## config.mk

```make
export PLATFORM = sky130hd
export DESIGN_NAME = spi_reg_bank
export DESIGN_NICKNAME = d
export VERILOG_FILES = /design/src/rtl/spi_reg_bank.sv
export SDC_FILE = /design/constraint.sdc
export NUM_CORES = 1
export LEC_CHECK = 0
export CORE_MARGIN = 1
export CORE_UTILIZATION = 54
export CTS_CLUSTER_SIZE = 28
export DETAILED_ROUTE_END_ITERATION = 10
export PLACE_DENSITY_LB_ADDON = 0.05
export SETUP_SLACK_MARGIN = 0.02
export SLEW_MARGIN = 20
export SYNTH_ARGS = -nofsm -noshare
export SYNTH_HDL_FRONTEND = slang
export SYNTH_SLANG_ARGS = --single-unit
```

## constraint.sdc

```tcl
create_clock -name clk -period 2.9 [get_ports clk]
set_input_delay 0.29 -clock clk [delete_from_list [all_inputs] [get_ports clk]]
set_output_delay 0.29 -clock clk [all_outputs]
set_load 0.005 [all_outputs]
```

## src/rtl/spi_reg_bank.sv

```systemverilog
// rtl/spi_reg_bank.sv - oversampled SPI-slave register bank, all CPOL/CPHA modes, burst auto-increment
// Optional SPI_BANK_SNAPSHOT_EN: status registers captured into a shadow bank at chip-select fall.
module spi_reg_bank #(
    parameter int NUM_CFG     = 2,
    parameter int NUM_STATUS  = 2,
    parameter int REG_WIDTH   = 8,
    parameter int SYNC_STAGES = 2,
    parameter logic [NUM_CFG*REG_WIDTH-1:0] CFG_RESET = '0
) (
    input  logic                             clk,
    input  logic                             rst,
    input  logic [1:0]                       mode,
    input  logic                             spi_cs_n,
    input  logic                             spi_clk,
    input  logic                             spi_mosi,
    output logic                             spi_miso,
    output logic                             spi_miso_oe,
    output logic [NUM_CFG*REG_WIDTH-1:0]     config_regs,
    input  logic [NUM_STATUS*REG_WIDTH-1:0]  status_regs,
    output logic [NUM_CFG-1:0]               cfg_wr_stb,
    output logic                             busy
);
    localparam int W  = REG_WIDTH;
    localparam int CW = $clog2(REG_WIDTH);

    typedef enum logic [1:0] {S_IDLE, S_CMD, S_DATA} state_t;

    logic [4:0]                  sync_q [SYNC_STAGES];
    state_t                      state_q;
    logic                        cs_prev_q, sclk_prev_q;
    logic [1:0]                  mode_q;
    logic [CW-1:0]               cnt_q;
    logic [W-1:0]                rx_q, tx_q;
    logic [6:0]                  addr_q;
    logic                        wr_q;
    logic                        miso_q, oe_q, busy_q;
    logic [NUM_CFG*W-1:0]        cfg_q;
    logic [NUM_CFG-1:0]          stb_q;
    logic [NUM_STATUS*W-1:0]     stat_src;

    logic       cs_s, sclk_s, mosi_s;
    logic [1:0] mode_s;
    logic       cs_fall, cs_rise, sclk_rise, sclk_fall, leading, trailing;
    logic       sample_edge, shift_edge, last_cmd, last_data;
    logic [W-1:0] rx_d, rd_word;
    logic [6:0]   load_addr;

    // Every async input, mode included, goes through the same-depth chain so data stays aligned to sclk.
    always_ff @(posedge clk) begin
        if (rst) begin
            for (int i = 0; i < SYNC_STAGES; i++) sync_q[i] <= '0;
        end else begin
            sync_q[0] <= {mode, spi_mosi, spi_clk, spi_cs_n};
            for (int i = 1; i < SYNC_STAGES; i++) sync_q[i] <= sync_q[i-1];
        end
    end

    assign {mode_s, mosi_s, sclk_s, cs_s} = sync_q[SYNC_STAGES-1];

    assign cs_fall     = cs_prev_q & ~cs_s;
    assign cs_rise     = ~cs_prev_q & cs_s;
    assign sclk_rise   = ~sclk_prev_q & sclk_s;
    assign sclk_fall   = sclk_prev_q & ~sclk_s;
    assign leading     = mode_q[1] ? sclk_fall : sclk_rise;
    assign trailing    = mode_q[1] ? sclk_rise : sclk_fall;
    assign sample_edge = mode_q[0] ? trailing : leading;
    assign shift_edge  = mode_q[0] ? leading : trailing;
    assign rx_d        = {rx_q[W-2:0], mosi_s};
    assign last_cmd    = (state_q == S_CMD)  && (cnt_q == CW'(7));
    assign last_data   = (state_q == S_DATA) && (cnt_q == CW'(W-1));
    assign load_addr   = (state_q == S_CMD) ? rx_d[6:0] : addr_q + 7'd1;

`ifdef SPI_BANK_SNAPSHOT_EN
    logic [NUM_STATUS*W-1:0] shadow_q;
    always_ff @(posedge clk) begin
        if (rst)
            shadow_q <= '0;
        else if (state_q == S_IDLE && cs_fall)
            shadow_q <= status_regs;
    end
    assign stat_src = shadow_q;
`else
    assign stat_src = status_regs;
`endif

    always_comb begin
        rd_word = '0;
        for (int i = 0; i < NUM_CFG; i++)
            if (load_addr == 7'(i)) rd_word = cfg_q[i*W +: W];
        for (int j = 0; j < NUM_STATUS; j++)
            if (load_addr == 7'(NUM_CFG + j)) rd_word = stat_src[j*W +: W];
    end

    always_ff @(posedge clk) begin
        if (rst) begin
            state_q     <= S_IDLE;
            cs_prev_q   <= 1'b0;
            sclk_prev_q <= 1'b0;
            mode_q      <= 2'b00;
            cnt_q       <= '0;
            rx_q        <= '0;
            tx_q        <= '0;
            addr_q      <= '0;
            wr_q        <= 1'b0;
            miso_q      <= 1'b0;
            oe_q        <= 1'b0;
            busy_q      <= 1'b0;
            cfg_q       <= CFG_RESET;
            stb_q       <= '0;
        end else begin
            cs_prev_q   <= cs_s;
            sclk_prev_q <= sclk_s;
            stb_q       <= '0;
            if (cs_rise) begin
                state_q <= S_IDLE;
                miso_q  <= 1'b0;
                oe_q    <= 1'b0;
                busy_q  <= 1'b0;
            end else if (state_q == S_IDLE) begin
                if (cs_fall) begin
                    state_q <= S_CMD;
                    mode_q  <= mode_s;
                    cnt_q   <= '0;
                    rx_q    <= '0;
                    tx_q    <= '0;
                    miso_q  <= 1'b0;
                    oe_q    <= 1'b1;
                    busy_q  <= 1'b1;
                end
            end else begin
                if (shift_edge) begin
                    miso_q <= tx_q[W-1];
                    tx_q   <= {tx_q[W-2:0], 1'b0};
                end
                if (sample_edge) begin
                    rx_q <= rx_d;
                    if (last_cmd) begin
                        state_q <= S_DATA;
                        wr_q    <= rx_d[7];
                        addr_q  <= rx_d[6:0];
                        tx_q    <= rd_word;
                        cnt_q   <= '0;
                    end else if (last_data) begin
                        // Only complete words commit; status and out-of-range addresses fall through.
                        for (int i = 0; i < NUM_CFG; i++) begin
                            if (wr_q && addr_q == 7'(i)) begin
                                cfg_q[i*W +: W] <= rx_d;
                                stb_q[i]        <= 1'b1;
                            end
                        end
                        addr_q <= addr_q + 7'd1;
                        tx_q   <= rd_word;
                        cnt_q  <= '0;
                    end else begin
                        cnt_q <= cnt_q + CW'(1);
                    end
                end
            end
        end
    end

    assign spi_miso    = miso_q;
    assign spi_miso_oe = oe_q;
    assign busy        = busy_q;
    assign config_regs = cfg_q;
    assign cfg_wr_stb  = stb_q;
endmodule

```

# == Word level (Yosys, flattened, before mapping) ==
# Memory sizes are Yosys's and may differ from the RTL's.
# Index checks and enable logic that the tools add are counted.
# word_totals
ff_bits,52
mem_bits_rw,10
input_bits,23
out_inout_bits,21
word_cells,101
n_memories,1
# classes
addsub,2
eq_ne,8
mux,38
bitwise,15
n_reduce_logical,23
# mem_list
memory,depth,width,rd,rd_clocked_by_memory_dff,wr,line_no,text
sync_q,2,5,2,0,2,28,logic [4:0] sync_q [SYNC_STAGES];
# ops
operator,n
8-bit two-way mux,10
7-bit two-way mux,5
3-bit two-way mux,5
"7-bit by 1-bit == test with 1-bit output, second input constant",2
"7-bit by 2-bit == test with 1-bit output, second input constant",2
7-bit zero test,2
1-bit two-way mux,12
6-bit AND reduction,2
5-bit two-way mux,2
1-bit NOT,9
3-bit AND reduction,3
2-bit two-way mux,4
4-bit AND reduction,2
2-bit nonzero test,4
"7-bit by 1-bit adder with 7-bit output, second input constant",1
2-bit AND reduction,3
6-bit OR reduction,1
1-bit AND,4
1-bit logical AND,4
"3-bit by 1-bit adder with 3-bit output, second input constant",1
"3-bit == test, second input constant",1
"2-bit by 1-bit == test with 1-bit output, second input constant",1
"2-bit == test, second input constant",1
2-bit zero test,1
other kinds (3),4

# == Longest topological paths before layout ==
# Gate-level depths: netlist of the first run.
# depth
word_depth,11
mapped_depth,9
mapped_depth_nobuf,7

# == Worst setup path before layout of the first run ==
# No wires, ideal clock.
# synth_path
path_kind,reg2reg
startpoint,register addr_q[0]
endpoint,register tx_q[1]
setup_ns,0.122
t_arrival_ns,1.966
required_ns,2.778
setup_slack_ns,0.813
path_stages_with_launch,7
n_path_buf,1
period_less_slack_ns,2.087
path_cell_list,dfxtp_1 -> buf_6 -> inv_1 -> ha_1 -> mux2i_1 -> mux4_2 -> a221o_1
# synth_between
elab_chain_len,11
elab_cells_between_ends,14
cone_classes,1 x add/sub; 3 x eq/ne; 9 x mux; 1 x reduce/logical
# synth_rtl
item,line_no,text
from (decl),34,logic [6:0] addr_q;
from (signal assigned),140,addr_q <= rx_d[6:0];
from (signal assigned),151,addr_q <= addr_q + 7'd1;
7-bit by 1-bit adder with 7-bit output (*),71,assign load_addr = (state_q == S_CMD) ? rx_d[6:0] : addr_q + 7'd1;
7-bit two-way mux (*),71,
7-bit zero test,89,if (load_addr == 7'(i)) rd_word = cfg_q[i*W +: W];
8-bit two-way mux (2 in series),89,
8-bit two-way mux,91,if (load_addr == 7'(NUM_CFG + j)) rd_word = stat_src[j*W +: W];
8-bit two-way mux (*),91,
8-bit two-way mux,143,end else if (last_data) begin
8-bit two-way mux (*),137,if (last_cmd) begin
8-bit two-way mux (*),135,if (sample_edge) begin
8-bit two-way mux (*),119,end else if (state_q == S_IDLE) begin
to (signal assigned),133,"tx_q <= {tx_q[W-2:0], 1'b0};"
to (signal assigned),141,tx_q <= rd_word;
to (signal assigned),152,tx_q <= rd_word;
to (decl),33,"logic [W-1:0] rx_q, tx_q;"
# Every way passes the cells marked *; elsewhere a longest branch is shown, timed or not.
# A chain may end at the register's enable or synchronous reset.

# == Worst setup path in the final report of the first run ==
# layout_path
startpoint,register state_q[1]
endpoint,register tx_q[7]
# layout_between
elab_chain_len,11
elab_cells_between_ends,20
cone_classes,6 x eq/ne; 9 x mux; 5 x reduce/logical
# layout_rtl
item,line_no,text
from (decl),29,state_t state_q;
from (signal assigned),96,state_q <= S_IDLE;
from (signal assigned),115,state_q <= S_IDLE;
from (signal assigned),121,state_q <= S_CMD;
2-bit by 1-bit == test with 1-bit output,"69, 71",
7-bit two-way mux,71,
7-bit zero test,89,
8-bit two-way mux (2 in series),89,
8-bit two-way mux (2 in series),91,
8-bit two-way mux,143,
8-bit two-way mux,137,
8-bit two-way mux,135,
8-bit two-way mux,119,
# Parallel ways exist; a longest one is shown, timed or not.

==> results of run 1 <==
-- logic make-up after synthesis --
logic type,after synthesis,synth area share
adders and majority gates,5,0.02090
buffers and inverters,22,0.03971
DFF,62,0.4147
xor gates and xnor gates,2,0.008363
AOI/OAI and AO/OA,49,0.1221
and+or+nand+nor,131,0.2521
muxes,32,0.1421
-- state kept, by name, summed over array words and instances (netlist names) --
name,flops
addr_q,7
busy,1
cfg_wr_stb,2
cnt_q,3
config_regs,16
cs_prev_q,1
mode_q,2
rx_q,7
sclk_prev_q,1
spi_miso,1
state_q,2
sync_q,10
tx_q,8
wr_q,1
-- worst max-delay path, cell delays in order, from the launching register on --
cell and delay, ps:
dfxtp_1 510, nand2b_4 230, nor2_1 60, a21oi_2 510
mux4_2 580, a221o_1 330
-- cells in the final DEF, fill, tap and decap left out, types with 2 or more instances in the layout --
cell / count
ha_1: 5
nor4_1: 2
a221o_1: 7
nand4_4: 2
a21oi_1: 14
buf_4: 4
a31oi_1: 3
a211oi_1: 2
and2_1: 8
o21ai_0: 5
nor2_1: 39
clkbuf_8: 9
mux2i_1: 23
or2_2: 5
and3_1: 2
nand2_1: 19
inv_1: 3
clkinv_4: 4
nor3_1: 7
or3_1: 2
nand3_1: 6
nand2b_1: 5
clkdlybuf4s50_1: 43
a31o_2: 8
mux4_2: 8
o31ai_1: 2
or4_1: 2
dfxtp_1: 62
nor2b_1: 19
-- stage by stage --
step	cell area [um2]	power, mW	setup WS [ps]	hold slack (ps)	cells
6_report	3633	1.705	566.0	444.1	417
5_1_grt	3633	1.771	417.7	466.4	417
4_1_cts	3633	1.710	542.0	444.7	417
3_5_place_dp	3433	0.9662	566.0	427.6	401
3_3_place_gp	3433	0.9652	622.5	422.2	401
2_1_floorplan	2993	0.9254	812.6	413.8	303
-- worst paths after layout --
check	startpoint	endpoint	slack (ps)	cells after the start
worst max-delay path	state_q[1]	tx_q[7]	570	5
worst min-delay path	sync_q[0][3]	sync_q[0][8]	440	1
worst max register to register	state_q[1]	tx_q[7]	570	5
worst min register to register	sync_q[0][3]	sync_q[0][8]	440	1
-- routing by layer --
layer / share of wire / global-route usage
met2: 0.45 / 0.3802
met3: 0.062 / 0.05509
met5: 0 / 0
met1: 0.47 / 0.3333
met4: 0.010 / 0.08077
-- where the power goes --
part / switching [mW] / internal, mW
clock: 0.355 / 0.403
sequential: 0.00522 / 0.859
combinational: 0.0387 / 0.0439
total: 0.399 / 1.31
-- cell type report --
class                      count  share of cell area
clock inverter                 6             0.01997
inverter                       3            0.003099
clock buffer                  10             0.03512
sequential                    62              0.3416
multi-input combinational    219              0.4494
timing repair buffer          47              0.1267
tap                           70             0.02410
==> impl_metrics.py, run 1 <==
metrics = {
    "drt": {
        "drtPass1Iterations": 4,
        "totalWireLength_um": 6718,
        "wl_per_cell_um": 16.11,
        "vias_per_cell": 5.624,
        "ant_nets": 0,
        "detail_route.drc_violations": 0,
        "vias_after_detailed_routing": 2345,
        "drt_initial_violations": 159,
    },
    "sta": {
        "setup_repair_after_global_routing_missed_its_margin": "false",
        "worst_pin_slew_ps": 862.9,
        "finalHoldViolCount": 0,
        "timing.final.max_slew_violations": 0,
        "timing.setup.tns_ps": 0,
        "max-slew-margin-rel": 0.4194,
        "clock_skew_ps": 9.540,
        "timing.final.crit_share": 0.8048,
        "fmaxAchievable_ghz": 0.4285,
        "post-route-min-period_ps": 2334,
        "finalSetupViolations": 0,
    },
    "power": {
        "worst_ir_drop_vdd_v": 0.0003528,
        "pwr_density_cell_nw_per_um2": 469.1,
        "p_leak_nw": 1.432,
    },
    "synthesis": {
        "dominantRegCellSynth": "dfxtp_1",
        "synth.largest_area_cell": "dfxtp_1",
        "synthesis.area_um2": 2993,
        "synthDistinctLibCells": 55,
        "synthesized_instance_count": 303,
        "synth.yosys.seq_area_share": 0.4147,
        "synth_nets": 331,
        "fraction_of_synthesized_cell_area_taken_by_the_top_area_cell_type": 0.4147,
        "post_synth.cell_area_avg_um2": 9.877,
        "netlist_top_cells_area": "dfxtp_1, mux2i_1, mux4_2",
        "yosysMostFrequentCell": "dfxtp_1",
        "yosys_register_bits": 62,
        "yosysWarnings": 0,
        "async_flop_share": 0,
        "synth-edff-count": 0,
        "ys_top_cells_by_count": "dfxtp_1, nor2_1, mux2i_1, nand2_1, nor2b_1",
    },
    "floorplanning": {
        "ios": 44,
        "core_region_um2": 5238,
        "die-width_um": 76.45,
        "std_cell_rows": 26,
        "floorplan.initialDensity": 0.5714,
        "fp.dieH_um": 76.45,
        "floorplan.die_area_um2": 5844,
    },
    "cells_and_area": {
        "multiInputGateArea_um2": 1633,
        "utilization": 0.6937,
        "seq_area_um2": 1241,
        "drive_above_1_share": 0.1614,
        "n_antenna_cell": 0,
        "fillCellCount": 452,
        "layout.nets": 370,
        "areaGrowthSynthToFinish_pct": 21.40,
    },
    "placement": {
        "hpwl_um": 4769,
        "globalplace.congestion": 0.7867,
        "port_buffers": 43,
    },
    "global_routing": {
        "first_global_vias": 2164,
        "grt_pass1_wl_um": 11030,
        "global_route.usage.total": 0.2440,
        "globalRouteOverflowTotal": 0,
        "grt_max_degree": 38,
        "antenna_found_initial": 0,
    },
    "clock_network": {
        "max-clock-path-buffers": 2,
        "cts-hold-fix-buffers": 0,
        "htree_levels": 3,
        "cts_root_buf": "clkbuf_8",
        "post-cts-setup-buffer-count": 0,
        "cts-resized-gates": 0,
        "cts_tree": "done",
        "clock_insertion_delay_worst_skew_ps": 330,
        "cts-buffers-inserted": 9,
        "numClockSinks": 62,
        "worst_setup_hold_path_clk_slew_ps": 80,
    },
    "setup_path": {
        "critical_path_arrival_ps": 2550,
        "timing.setup.critical_path_class": "flop to flop",
        "timing.critical_path.fanout_max": 10,
        "critPathCaptureType": "flop",
        "timing.critical_path.required_ps": 3120,
        "critical_path.startpoint_type": "flop",
    },
    "job": {
        "drv.max_cap_violation_count": 0,
    },
    "status": {
        "run_status": "complete, no violations",
    },
    "hold_path": {
        "worstHoldPathType": "flop to flop",
    },
}
Power figures use the tool's default switching activity.
==> run 2: changes to the inputs <==
Clock period 2.9 ns to 2.15 ns, I/O delays scaled along.
==> run 2 against run 1 <==
Worst hold slack got worse by 20 ps. Critical endpoint is now tx_q[2]. Non-clock buffer count rose by 15. Largest power group unchanged. Wire length rose by 0.33%.
==> impl_metrics.py, run 2 (synthesized netlist as in run 1, its figures left out) <==
metrics = {
    "sta": {
        "worst_pin_slew_ps": 708.5,
        "setup_repair_after_global_routing_missed_its_margin": "false",
        "timing.setup.tns_ps": 0,
        "fmaxAchievable_ghz": 0.4986,
        "finalSetupViolations": 0,
        "post-route-min-period_ps": 2006,
        "clock_skew_ps": 9.761,
        "final.setup.worst_slack_ps": 144.3,
        "max-slew-margin-rel": 0.5267,
        "finalHoldViolCount": 0,
        "timing.final.max_slew_violations": 0,
        "timing.final.crit_share": 0.9329,
    },
    "clock_network": {
        "max-clock-path-buffers": 2,
        "cts-buffers-inserted": 9,
        "cts-hold-fix-buffers": 0,
        "numClockSinks": 62,
        "cts-resized-gates": 0,
        "worst_setup_hold_path_clk_slew_ps": 80,
        "clock_insertion_delay_worst_skew_ps": 340,
        "cts_root_buf": "clkbuf_8",
        "post-cts-setup-buffer-count": 0,
        "cts_tree": "done",
        "htree_levels": 3,
    },
    "drt": {
        "ant_nets": 0,
        "vias_per_cell": 5.512,
        "wl_per_cell_um": 15.60,
        "drt_initial_violations": 142,
        "drtPass1Iterations": 4,
        "vias_after_detailed_routing": 2381,
        "detail_route.drc_violations": 0,
        "totalWireLength_um": 6740,
    },
    "setup_path": {
        "timing.critical_path.cells": "inv_1 > ha_1 > mux2i_2 > buf_4 > mux4_2 > a221o_1",
        "critPathCaptureType": "flop",
        "critical_path_arrival_ps": 2230,
        "timing.critical_path.required_ps": 2370,
        "regToRegSetupSlack_ps": 140,
        "crit_slowest_cell": "dfxtp_1",
        "timing.critical_path.slowest_cell_delay_ps": 430,
        "timing.critical_path.fanout_max": 5,
        "critical_path.startpoint_type": "flop",
        "timing.setup.critical_path_class": "flop to flop",
    },
    "cells_and_area": {
        "layout_commonest_cell": "dfxtp_1",
        "layout.nets": 385,
        "fillCellCount": 428,
        "n_antenna_cell": 0,
        "finalInstanceArea_um2": 3787,
        "areaGrowthSynthToFinish_pct": 26.55,
        "drive_above_1_share": 0.2099,
        "utilization": 0.7231,
        "largest_register_ff_count": 16,
        "multiInputGateArea_um2": 1654,
        "layout_common_cells": "dfxtp_1, clkdlybuf4s50_1, nor2_1, mux2i_1",
        "seq_area_um2": 1242,
    },
    "status": {
        "run_status": "complete, no violations",
    },
    "power": {
        "intPower_mw": 1.832,
        "p_sw_uw": 545.6,
        "clock_power_share": 0.459,
        "switching_share": 0.2295,
        "p_leak_nw": 1.524,
        "sequentialPowerShare": 0.490,
        "worst_ir_drop_vdd_v": 0.0006352,
        "combPwrFrac": 0.051,
        "pwr_density_cell_nw_per_um2": 627.7,
    },
    "placement": {
        "pre_cts_slack_ps": 122.9,
        "placed_area_um2": 3546,
        "port_buffers": 43,
        "hpwl_um": 4938,
        "globalplace.congestion": 0.8955,
    },
    "floorplanning": {
        "die-width_um": 76.45,
        "ios": 44,
        "std_cell_rows": 26,
        "fp.dieH_um": 76.45,
        "core_region_um2": 5238,
        "floorplan.initialDensity": 0.5714,
        "floorplan.die_area_um2": 5844,
    },
    "global_routing": {
        "globalRouteOverflowTotal": 0,
        "grt_max_degree": 35,
        "global_route.usage.total": 0.2550,
        "antenna_found_initial": 0,
        "grt_pass1_wl_um": 11570,
        "first_global_vias": 2297,
    },
    "job": {
        "drv.max_cap_violation_count": 0,
    },
    "hold_path": {
        "worstHoldPathType": "input port to flop",
    },
}
run 2: cell type report:
class,instances,share of cell area
Clock buffer,11,0.03997
Multi-Input combinational cell,219,0.4367
Clock inverter,5,0.01685
Tap cell,70,0.02313
Sequential cell,62,0.3280
Inverter,3,0.002973
Timing Repair Buffer,62,0.1523
run 2: metrics by stage:
stage	power (mW)	instances	hold WS, ps
6_report	2.377	432	423.6
5_1_grt	2.469	432	419.1
3_3_place_gp	1.309	416	420.7
3_5_place_dp	1.310	416	429.2
4_1_cts	2.393	432	420.4
2_1_floorplan	1.248	303	343.2
run 2: final timing paths:
check | start | to | depth (start not counted)
max | addr_q[0] | tx_q[2] | 6
min | spi_mosi | sync_q[0][2] | 2
min reg2reg | sync_q[0][1] | sync_q[0][6] | 1
max reg2reg | addr_q[0] | tx_q[2] | 6
run 2: critical path: cells and delay by family, from the launching register on:
kind	cells	cell delay [ps]
multiplexers	2	530
flip-flops	1	430
adder cells (fa/ha/maj)	1	330
AO/OA/AOI/OAI	1	330
buffers and inverters	2	280
run 2: layer usage:
layer / routed length [um] / GRT usage
met1: 3137 / 0.3373
met2: 3144 / 0.4063
met3: 329 / 0.06946
met4: 129 / 0.07308
met5: 0 / 0
run 2: power by group through the flow:
stage	registers (mW)	logic, mW	clock network (mW)
final	1.16	0.120	1.09
after global placement	1.19	0.117	0
after floorplan	1.19	0.0587	0
after detailed placement	1.19	0.119	0
after global routing	1.17	0.130	1.17
after CTS	1.16	0.120	1.11
